File: src/rtl/fpu_sequencer_if.sv
// fpu_sequencer_if: request/response handshake bundle for fpu_sequencer.
// Master issues requests and consumes responses; slave is the sequencer.
interface fpu_sequencer_if;
    logic        req_valid;
    logic        req_ready;
    logic [4:0]  req_op;
    logic [63:0] req_a;
    logic [63:0] req_b;
    logic [4:0]  req_tag;
    logic        resp_valid;
    logic        resp_ready;
    logic [63:0] resp_data;
    logic [4:0]  resp_tag;
    logic        resp_err;

    modport master (
        output req_valid, req_op, req_a, req_b, req_tag, resp_ready,
        input  req_ready, resp_valid, resp_data, resp_tag, resp_err
    );

    modport slave (
        input  req_valid, req_op, req_a, req_b, req_tag, resp_ready,
        output req_ready, resp_valid, resp_data, resp_tag, resp_err
    );
endinterface

File: src/rtl/fpu_sequencer.sv
// fpu_sequencer: issues one op at a time to a combinational FPU and waits
// a per-op latency before returning the result. Optional macro: FPU_SEQ_FLUSH_EN.
module fpu_sequencer #(
    parameter int LAT_ADD  = 3,
    parameter int LAT_MUL  = 4,
    parameter int LAT_DIV  = 20,
    parameter int LAT_SQRT = 24,
    parameter int LAT_CVT  = 2,
    parameter int LAT_MV   = 1
) (
    input  logic        clk,
    input  logic        rst,
`ifdef FPU_SEQ_FLUSH_EN
    input  logic        flush,
`endif
    fpu_sequencer_if.slave bus,
    output logic [63:0] fpu_in1,
    output logic [63:0] fpu_in2,
    output logic [4:0]  fpu_op,
    input  logic [63:0] fpu_out,
    output logic        busy
);

    typedef enum logic [1:0] {
        IDLE,
        EXEC,
        DONE
    } state_t;

    state_t     state;
    state_t     state_nxt;
    logic [7:0] cnt;
    logic       accept;
    logic       op_ok;
    logic       flush_hit;

`ifdef FPU_SEQ_FLUSH_EN
    assign flush_hit = flush;
`else
    assign flush_hit = 1'b0;
`endif

    assign accept = (state == IDLE) && bus.req_valid;
    assign op_ok  = (bus.req_op <= 5'd8);

    // Counter preload: the execute phase lasts exactly LAT cycles.
    function automatic logic [7:0] lat_m1(input logic [4:0] op);
        case (op)
            5'd0, 5'd1: return 8'(LAT_ADD - 1);
            5'd2:       return 8'(LAT_MUL - 1);
            5'd3:       return 8'(LAT_DIV - 1);
            5'd4:       return 8'(LAT_SQRT - 1);
            5'd5, 5'd6: return 8'(LAT_CVT - 1);
            default:    return 8'(LAT_MV - 1);
        endcase
    endfunction

    // State register.
    always_ff @(posedge clk) begin
        if (rst) state <= IDLE;
        else     state <= state_nxt;
    end

    // Next-state logic and handshake outputs.
    always_comb begin
        state_nxt      = state;
        bus.req_ready  = 1'b0;
        bus.resp_valid = 1'b0;
        busy           = 1'b1;
        unique case (state)
            IDLE: begin
                bus.req_ready = 1'b1;
                busy          = 1'b0;
                if (bus.req_valid)
                    state_nxt = op_ok ? EXEC : DONE;
            end
            EXEC: begin
                if (flush_hit)      state_nxt = IDLE;
                else if (cnt == 0)  state_nxt = DONE;
            end
            DONE: begin
                bus.resp_valid = 1'b1;
                if (flush_hit || bus.resp_ready)
                    state_nxt = IDLE;
            end
            default: state_nxt = IDLE;
        endcase
    end

    // Operand, counter and response registers.
    always_ff @(posedge clk) begin
        if (rst) begin
            fpu_in1       <= '0;
            fpu_in2       <= '0;
            fpu_op        <= '0;
            cnt           <= '0;
            bus.resp_data <= '0;
            bus.resp_tag  <= '0;
            bus.resp_err  <= 1'b0;
        end else if (accept) begin
            bus.resp_tag <= bus.req_tag;
            if (op_ok) begin
                fpu_in1 <= bus.req_a;
                fpu_in2 <= bus.req_b;
                fpu_op  <= bus.req_op;
                cnt     <= lat_m1(bus.req_op);
            end else begin
                bus.resp_data <= '0;
                bus.resp_err  <= 1'b1;
            end
        end else if (state == EXEC && !flush_hit) begin
            if (cnt != 0) begin
                cnt <= cnt - 8'd1;
            end else begin
                bus.resp_data <= fpu_out;
                bus.resp_err  <= 1'b0;
            end
        end
    end

endmodule

File: src/flat_wrapper.sv
// flat-port wrapper written by rule: the top's interface ports become plain ports
module fpu_sequencer_flat 
#(
    parameter int LAT_ADD  = 3,
    parameter int LAT_MUL  = 4,
    parameter int LAT_DIV  = 20,
    parameter int LAT_SQRT = 24,
    parameter int LAT_CVT  = 2,
    parameter int LAT_MV   = 1
)
  (clk, rst, fpu_in1, fpu_in2, fpu_op, fpu_out, busy, bus_req_valid, bus_req_op, bus_req_a, bus_req_b, bus_req_tag, bus_resp_ready, bus_req_ready, bus_resp_valid, bus_resp_data, bus_resp_tag, bus_resp_err);
  fpu_sequencer_if bus_i ();
  input  logic clk;
  input  logic rst;
  output logic [63:0] fpu_in1;
  output logic [63:0] fpu_in2;
  output logic [4:0] fpu_op;
  input  logic [63:0] fpu_out;
  output logic busy;
  input wire logic [$bits(bus_i.req_valid)-1:0] bus_req_valid;
  input wire logic [$bits(bus_i.req_op)-1:0] bus_req_op;
  input wire logic [$bits(bus_i.req_a)-1:0] bus_req_a;
  input wire logic [$bits(bus_i.req_b)-1:0] bus_req_b;
  input wire logic [$bits(bus_i.req_tag)-1:0] bus_req_tag;
  input wire logic [$bits(bus_i.resp_ready)-1:0] bus_resp_ready;
  output wire logic [$bits(bus_i.req_ready)-1:0] bus_req_ready;
  output wire logic [$bits(bus_i.resp_valid)-1:0] bus_resp_valid;
  output wire logic [$bits(bus_i.resp_data)-1:0] bus_resp_data;
  output wire logic [$bits(bus_i.resp_tag)-1:0] bus_resp_tag;
  output wire logic [$bits(bus_i.resp_err)-1:0] bus_resp_err;
  assign bus_i.req_valid = bus_req_valid;
  assign bus_i.req_op = bus_req_op;
  assign bus_i.req_a = bus_req_a;
  assign bus_i.req_b = bus_req_b;
  assign bus_i.req_tag = bus_req_tag;
  assign bus_i.resp_ready = bus_resp_ready;
  assign bus_req_ready = bus_i.req_ready;
  assign bus_resp_valid = bus_i.resp_valid;
  assign bus_resp_data = bus_i.resp_data;
  assign bus_resp_tag = bus_i.resp_tag;
  assign bus_resp_err = bus_i.resp_err;
  fpu_sequencer #(.LAT_ADD(LAT_ADD), .LAT_MUL(LAT_MUL), .LAT_DIV(LAT_DIV), .LAT_SQRT(LAT_SQRT), .LAT_CVT(LAT_CVT), .LAT_MV(LAT_MV)) u_core (.clk(clk), .rst(rst), .bus(bus_i), .fpu_in1(fpu_in1), .fpu_in2(fpu_in2), .fpu_op(fpu_op), .fpu_out(fpu_out), .busy(busy));
endmodule
File: config.mk
export PLATFORM = sky130hd
export DESIGN_NAME = fpu_sequencer_flat
export DESIGN_NICKNAME = d
export VERILOG_FILES = /design/src/rtl/fpu_sequencer_if.sv /design/src/rtl/fpu_sequencer.sv /design/src/flat_wrapper.sv
export SDC_FILE = /design/constraint.sdc
export NUM_CORES = 1
export LEC_CHECK = 0
export BUFFER_PORTS_ARGS = -buffer_cell sky130_fd_sc_hd__buf_2
export CAP_MARGIN = 0
export CORE_AREA = 2 2 147 185
export DETAILED_ROUTE_END_ITERATION = 10
export DIE_AREA = 0 0 149 187
export PLACE_DENSITY = 0.68
export SLEW_MARGIN = 10
export SYNTH_ARGS = -nofsm -noshare
export SYNTH_HDL_FRONTEND = slang
export SYNTH_SLANG_ARGS = --single-unit
File: constraint.sdc
create_clock -name clk -period 3 [get_ports clk]
set_input_delay 0.15 -clock clk [delete_from_list [all_inputs] [get_ports clk]]
set_output_delay 0.15 -clock clk [all_outputs]
set_load 0.03 [all_outputs]
==> results.md, run 1 <==
* Initial drt markers at between 400 and 500
* Cell Pwr Density at about 530 nW/um2
* Max clock buf depth at 3
* RSZ-0062 raised after global routing: false
* R2R Setup Slk at between 0.7 and 0.8 ns
* Final Util at 0.484
* First-pass GRT wire length at roughly 45,000 um
* Post-Syn Area per Cell at approximately 8 um2
* Final period util at 0.743
* Outcome: finished clean
* #FFs+latches synth at around 210
* Min Tclk post-route at about 2.2 ns
* Hold Path End: u_core.bus.resp_tag[4]$_SDFFE_PP0P_
* IO buf count at approximately 410
* Cell variety after synth at 40
* Worst-path maximum fanout at between 100 and 150
* Worst min path class: in2reg
* Worst slew pin tran at between 0.7 and 0.8 ns
* Startpoint Class: register
* Core ar. at approximately 26,000 um2
* Placer Congestion at about 0.77
* DRT Wirelength at between 20,000 and 30,000 um
* Worst EP required at between 3 and 4 ns
* # diodes at 0
* Worst VDD drop at about 0.00036 V
* Clock skew at about 0.011 ns
* HP Start: bus_req_valid
* WP data arrival at between 2 and 3 ns
* Reg clk slew, reported paths at 0.06 ns
* Static Leak at roughly 0.0056 uW
* Mapped Area at slightly below 8000 um2
* Ys Warns at 0
* Worst reg2reg path startpoint: u_core.state[1]$_SDFFE_PP0P_
* Ys flop type: dfxtp_1
* HPWL after DPL at 17,300 um
* Mapped Cells at just under 1,000
* Post-synth ARST share at 0
* Final hold viol count at 0
* Pins Over Slew Limit at 0
* Clock sinks at roughly 210
* Antenna violations before repair at 0
* GRT Total Usage at 0.198
* DR vias/cell at between 4 and 5
* Clk_lat worst skew at between 0.5 and 0.6 ns
* Hold depth at 4
* FMAX at around 450 MHz
* Vias in the first global route at 9,024
* DRC violations left at 0
* Worst slew margin at 0.510
* Die ar. at between 20,000 and 30,000 um2
* Largest net degree at the start of global routing at 134
* Total grt overflow at 0
* Area growth syn-to-layout at 64.0%
* CTS tree: done
* CTS Buf Count at 23
* Max Cap Violations at 0
* Reg2Reg Depth at 5
* Via Count at around 9,000
* Wire per inst at roughly 15 um
* Crit path kind: reg2reg
* Row cnt at between 60 and 70
* Initial Util at 0.295
* Crit end category: register
* Die height at ~190 um
* RR Endpoint: u_core.fpu_in1[38]$_SDFFE_PP0P_
* Syn Nets at about 1,200
* Root buffer cell: clkbuf_16
* Number of synthesized flops with an enable pin at 0
* Post-DRT Antenna Nets at 0
* Share of layout cells above drive strength 1 at 0.302
* Io pins at ~410
* Setup-failing EPs final at 0
* DRT Pass-1 Iters at 5
* Final nets at ~1,800
* H-tree Lvls at 1
* Postcts setup bufs at 0
* Setup_tns at 0 ns
* Die Width at about 150 um
* Sequential share of the synthesized area at 0.549
metal layers:
layer | GRT usage | vias to the layer above | share of wire
met5 | 0 | - | 0
met4 | 0.0989 | 0 | 0.048
met3 | 0.0710 | 110 | 0.11
met2 | 0.337 | 483 | 0.47
met1 | 0.215 | 4087 | 0.37
li1 | - | 4343 | -
cell type report:
cell class	count	area (um2)
clock buffers	30	622
clock inverters	7	67.6
fillers	2357	13600
inverters	5	18.8
multi-input cells	671	3070
flip-flops and latches	213	4260
well taps	345	432
repair buffers	630	4260
kinds of logic after synthesis:
family,synth area share
compound gates,0.150
flops,0.549
simple gates,0.236
buf+inv,0.0577
fa+ha+maj,0.00322
xor+xnor,0.00338
worst max-delay path, stage by stage (launching register included):
cell and delay [ns]:
dfxtp_1 0.35, or3b_1 0.55, or3_4 0.48, buf_12 0.21
nand2_1 0.22, a21oi_1 0.10
cells in the mapped netlist (3+ instances only):
library cell,instances,area share
nand2_1,343,0.17
a211oi_1,3,0.0029
buf_6,14,0.020
o21ai_0,3,0.0019
xnor2_1,3,0.0034
clkbuf_1,35,0.017
nand2b_1,3,0.0024
dfxtp_1,213,0.55
nand3_1,67,0.043
inv_1,5,0.0024
nor2_1,6,0.0029
buf_2,25,0.016
or3_1,3,0.0024
nor3_1,5,0.0032
a31oi_1,4,0.0032
a21oi_1,203,0.13
registers in the layout, summed over array words and instances, names as in the netlist:
| name | cells |
|---|---|
| u_core.fpu_in2 | 64 |
| u_core.fpu_in1 | 64 |
| u_core.state | 2 |
| u_core.cnt | 8 |
| u_core.bus.resp_err | 1 |
| u_core.bus.resp_data | 64 |
| u_core.bus.resp_tag | 5 |
| u_core.fpu_op | 5 |
metrics by stage:
stage / std cells / cell area [um2] / setup slack, ns / total power [uW] / hold WS (ns)
after floorplan: 966 / 7760 / 1.19 / 3550 / 0.286
after global placement: 1662 / 10000 / 0.951 / 3880 / 0.389
after detailed placement: 1662 / 10000 / 0.922 / 3890 / 0.396
after CTS: 1901 / 12700 / 0.892 / 6770 / 0.0549
after global routing: 1901 / 12700 / 0.716 / 6990 / 0.0777
final: 1901 / 12700 / 0.771 / 6710 / 0.0682
cell usage in the layout (no fill, tap or decap), drive strengths merged:
cell	Yosys	final
o2111ai	2	2
a21o	1	1
dlygate4sd3	0	202
nor2	6	6
dfxtp	213	213
inv	5	5
nor3b	2	2
or3	4	4
a21boi	1	1
a211oi	3	3
a21oi	203	203
o21ai	4	4
or3b	2	2
a2111oi	1	1
xnor2	3	3
o32ai	1	1
bufinv	0	1
o31a	1	1
nand2b	3	3
nor3	6	6
nand3	67	67
or2	2	2
nor4	2	2
clkinv	0	3
ha	2	2
clkinvlp	0	3
a31oi	4	4
and3	2	2
o31ai	1	1
clkbuf	35	30
o22ai	2	2
nor4b	1	1
nand2	343	343
nor2b	2	2
buf	42	428
what timing repair did:
item | 4_1_cts | 5_1_grt
hold buffers | 202 | 0
hold endpoints to repair | 202 | 0
gates resized for setup | 0 | 0
worst max-delay path by stage:
| stage | start | endpoint | slack (ns) |
|---|---|---|---|
| after floorplan | u_core.cnt[0]$_SDFFE_PP0P_ | u_core.bus.resp_data[42]$_SDFFE_PP0P_ | 1.19 |
| after global placement | u_core.cnt[0]$_SDFFE_PP0P_ | u_core.bus.resp_data[29]$_SDFFE_PP0P_ | 0.95 |
| after CTS | u_core.cnt[0]$_SDFFE_PP0P_ | u_core.bus.resp_data[43]$_SDFFE_PP0P_ | 0.89 |
| after detailed placement | u_core.state[1]$_SDFFE_PP0P_ | u_core.cnt[4]$_SDFFE_PP0P_ | 0.92 |
| after global routing | u_core.state[1]$_SDFFE_PP0P_ | u_core.fpu_in1[38]$_SDFFE_PP0P_ | 0.72 |
| final | u_core.state[1]$_SDFFE_PP0P_ | u_core.fpu_in1[38]$_SDFFE_PP0P_ | 0.77 |
where the power goes:
part | internal (uW) | switching [uW] | total, uW | leakage (uW)
registers | 2930 | 54.3 | 2980 | 0.00173
logic | 454 | 615 | 1070 | 0.00354
clock network | 1530 | 1120 | 2650 | 0.000330
total | 4920 | 1790 | 6710 | 0.00560
(Power assumes the default switching activity.)
==> run 2: changes to the inputs <==
Clock period 3 ns to 2.2 ns, I/O delays scaled along.
==> run 2 against run 1 <==
Against the previous run: largest power group unchanged; design area up 0.87%; critical path depth up 2; largest cell class is now non-clock buffers; global-route usage down 0.31 points; core utilization up 0.42 points; combinational power up 37%; fmax up 11%; via count up 0.24%; cell count up 0.53%; total power up 38%.
==> results.md, run 2 (synthesized netlist as in run 1, its figures left out) <==
* Hold depth at 4
* RR Endpoint: u_core.fpu_in2[8]$_SDFFE_PP0P_
* Worst VDD drop at 0.000515 V
* Clk_lat worst skew at ~0.5 ns
* Crit path from: u_core.state[1]$_SDFFE_PP0P_
* Die height at 187 um
* Final period util at 0.910
* Setup_tns at 0 ns
* Hold Path End: u_core.cnt[0]$_SDFFE_PP0P_
* # fillers at about 2,400
* Worst EP required at between 2 and 3 ns
* Outcome: finished clean
* Core ar. at approximately 26,000 um2
* Final Util at 0.488
* WP data arrival at around 2.4 ns
* GRT Total Usage at 0.194
* Post-DRT Antenna Nets at 0
* Worst min path class: in2reg
* Crit path kind: reg2reg
* Area growth syn-to-layout at 65.5%
* HP Start: bus_req_op[4]
* # diodes at 0
* HPWL after DPL at approximately 18,000 um
* Setup-failing EPs final at 0
* Worst reg2reg path startpoint: u_core.state[1]$_SDFFE_PP0P_
* Die ar. at ~28,000 um2
* DRT Pass-1 Iters at 5
* Vias in the first global route at between 8,000 and 9,000
* Total power at 9240 uW
* Antenna violations before repair at 0
* Final hold viol count at 0
* CTS Buf Count at 22
* CTS tree: done
* Biggest regs: u_core.bus.resp_data (64), u_core.fpu_in1 (64), u_core.fpu_in2 (64)
* # hold bufs at CTS at ~200
* Wire per inst at around 15 um
* Placer Congestion at about 0.81
* First-pass GRT wire length at ~45,000 um
* Fin cells at about 1,900
* R2R Setup Slk at roughly 0.2 ns
* Min Tclk post-route at between 2 and 2.5 ns
* Hold_ws at approximately 0.12 ns
* Total grt overflow at 0
* Postcts setup bufs at 0
* Clock sinks at about 210
* Max Cap Violations at 0
* FMAX at 500 MHz
* Worst slew pin tran at between 0.7 and 0.8 ns
* Most frequent cells in the layout: buf_2 (410), nand2_1 (343), dfxtp_1 (213)
* Die Width at between 100 and 150 um
* DRC violations left at 0
* H-tree Lvls at 1
* Reg2Reg Depth at 7
* CTS-repair resized insts at 0
* Reg clk slew, reported paths at ~0.06 ns
* Largest net degree at the start of global routing at 96
* RSZ-0062 raised after global routing: false
* Root buffer cell: clkbuf_16
* Worst slew margin at 0.473
* Row cnt at 67
* Cell Pwr Density at approximately 720 nW/um2
* Io pins at approximately 410
* Initial Util at 0.295
* Crit end category: register
* Commonest non-fill, non-tap cell in the layout: buf_2
* Clock skew at 0.00630 ns
* Multi-input logic area at 3070 um2
* IO buf count at between 400 and 500
* DRT Wirelength at just under 30,000 um
* Worst-path maximum fanout at between 40 and 50
* Via Count at between 9,000 and 10,000
* Pins Over Slew Limit at 0
* Max clock buf depth at 3
* Static Leak at ~0.0057 uW
* Share of layout cells above drive strength 1 at 0.308
* Post-placement cell count at 1,670
* DR vias/cell at approximately 4.7
* Startpoint Class: register
* Initial drt markers at 466
* FF+latch area at between 4000 and 5000 um2
* Final nets at about 1,800
-- run 2: area by class of cell --
type                            instances  share of cell area
Timing Repair Buffer                  638               0.338
Sequential cell                       213               0.332
Multi-Input combinational cell        671               0.239
Clock buffer                           30              0.0500
Tap cell                              345              0.0336
Clock inverter                          9             0.00575
Inverter                                5             0.00146
-- run 2: worst max-delay path, cell delays in order (launching register included) --
cell	delay (ns)
dfxtp_1	0.34
or3b_1	0.39
buf_4	0.18
nor3_4	0.19
buf_12	0.20
buf_12	0.23
nand2_1	0.19
a21oi_1	0.17
-- run 2: layer usage --
layer	wire length (um)	vias to the layer above	track usage
met5	0	-	0
met1	11000	4155	0.221
met2	13900	463	0.338
li1	-	4354	-
met3	2920	73	0.0566
met4	1060	0	0.0817
-- run 2: worst max path at each step --
stage	cells past startpoint	end	slack [ns]
finish	7	u_core.fpu_in2[8]$_SDFFE_PP0P_	0.20
global route	7	u_core.fpu_in2[8]$_SDFFE_PP0P_	0.09
CTS	7	u_core.fpu_in2[8]$_SDFFE_PP0P_	0.21
detailed placement	7	u_core.fpu_in2[8]$_SDFFE_PP0P_	0.24
global placement	7	u_core.fpu_in2[8]$_SDFFE_PP0P_	0.28
floorplan	8	u_core.bus.resp_data[42]$_SDFFE_PP0P_	0.39
-- run 2: power breakdown --
| part | switching, uW | total (uW) | leakage, uW | internal, uW |
|---|---|---|---|---|
| clock | 1540 | 3700 | 0.000362 | 2160 |
| sequential | 74.6 | 4070 | 0.00173 | 3990 |
| combinational | 836 | 1470 | 0.00359 | 634 |
| total | 2450 | 9240 | 0.00567 | 6790 |
-- run 2: metrics by stage --
stage          worst slack [ns]  area [um2]
2_1_floorplan             0.387        7760
3_3_place_gp              0.282       10100
3_5_place_dp              0.238       10100
4_1_cts                   0.215       12800
5_1_grt                  0.0904       12800
6_report                  0.198       12800
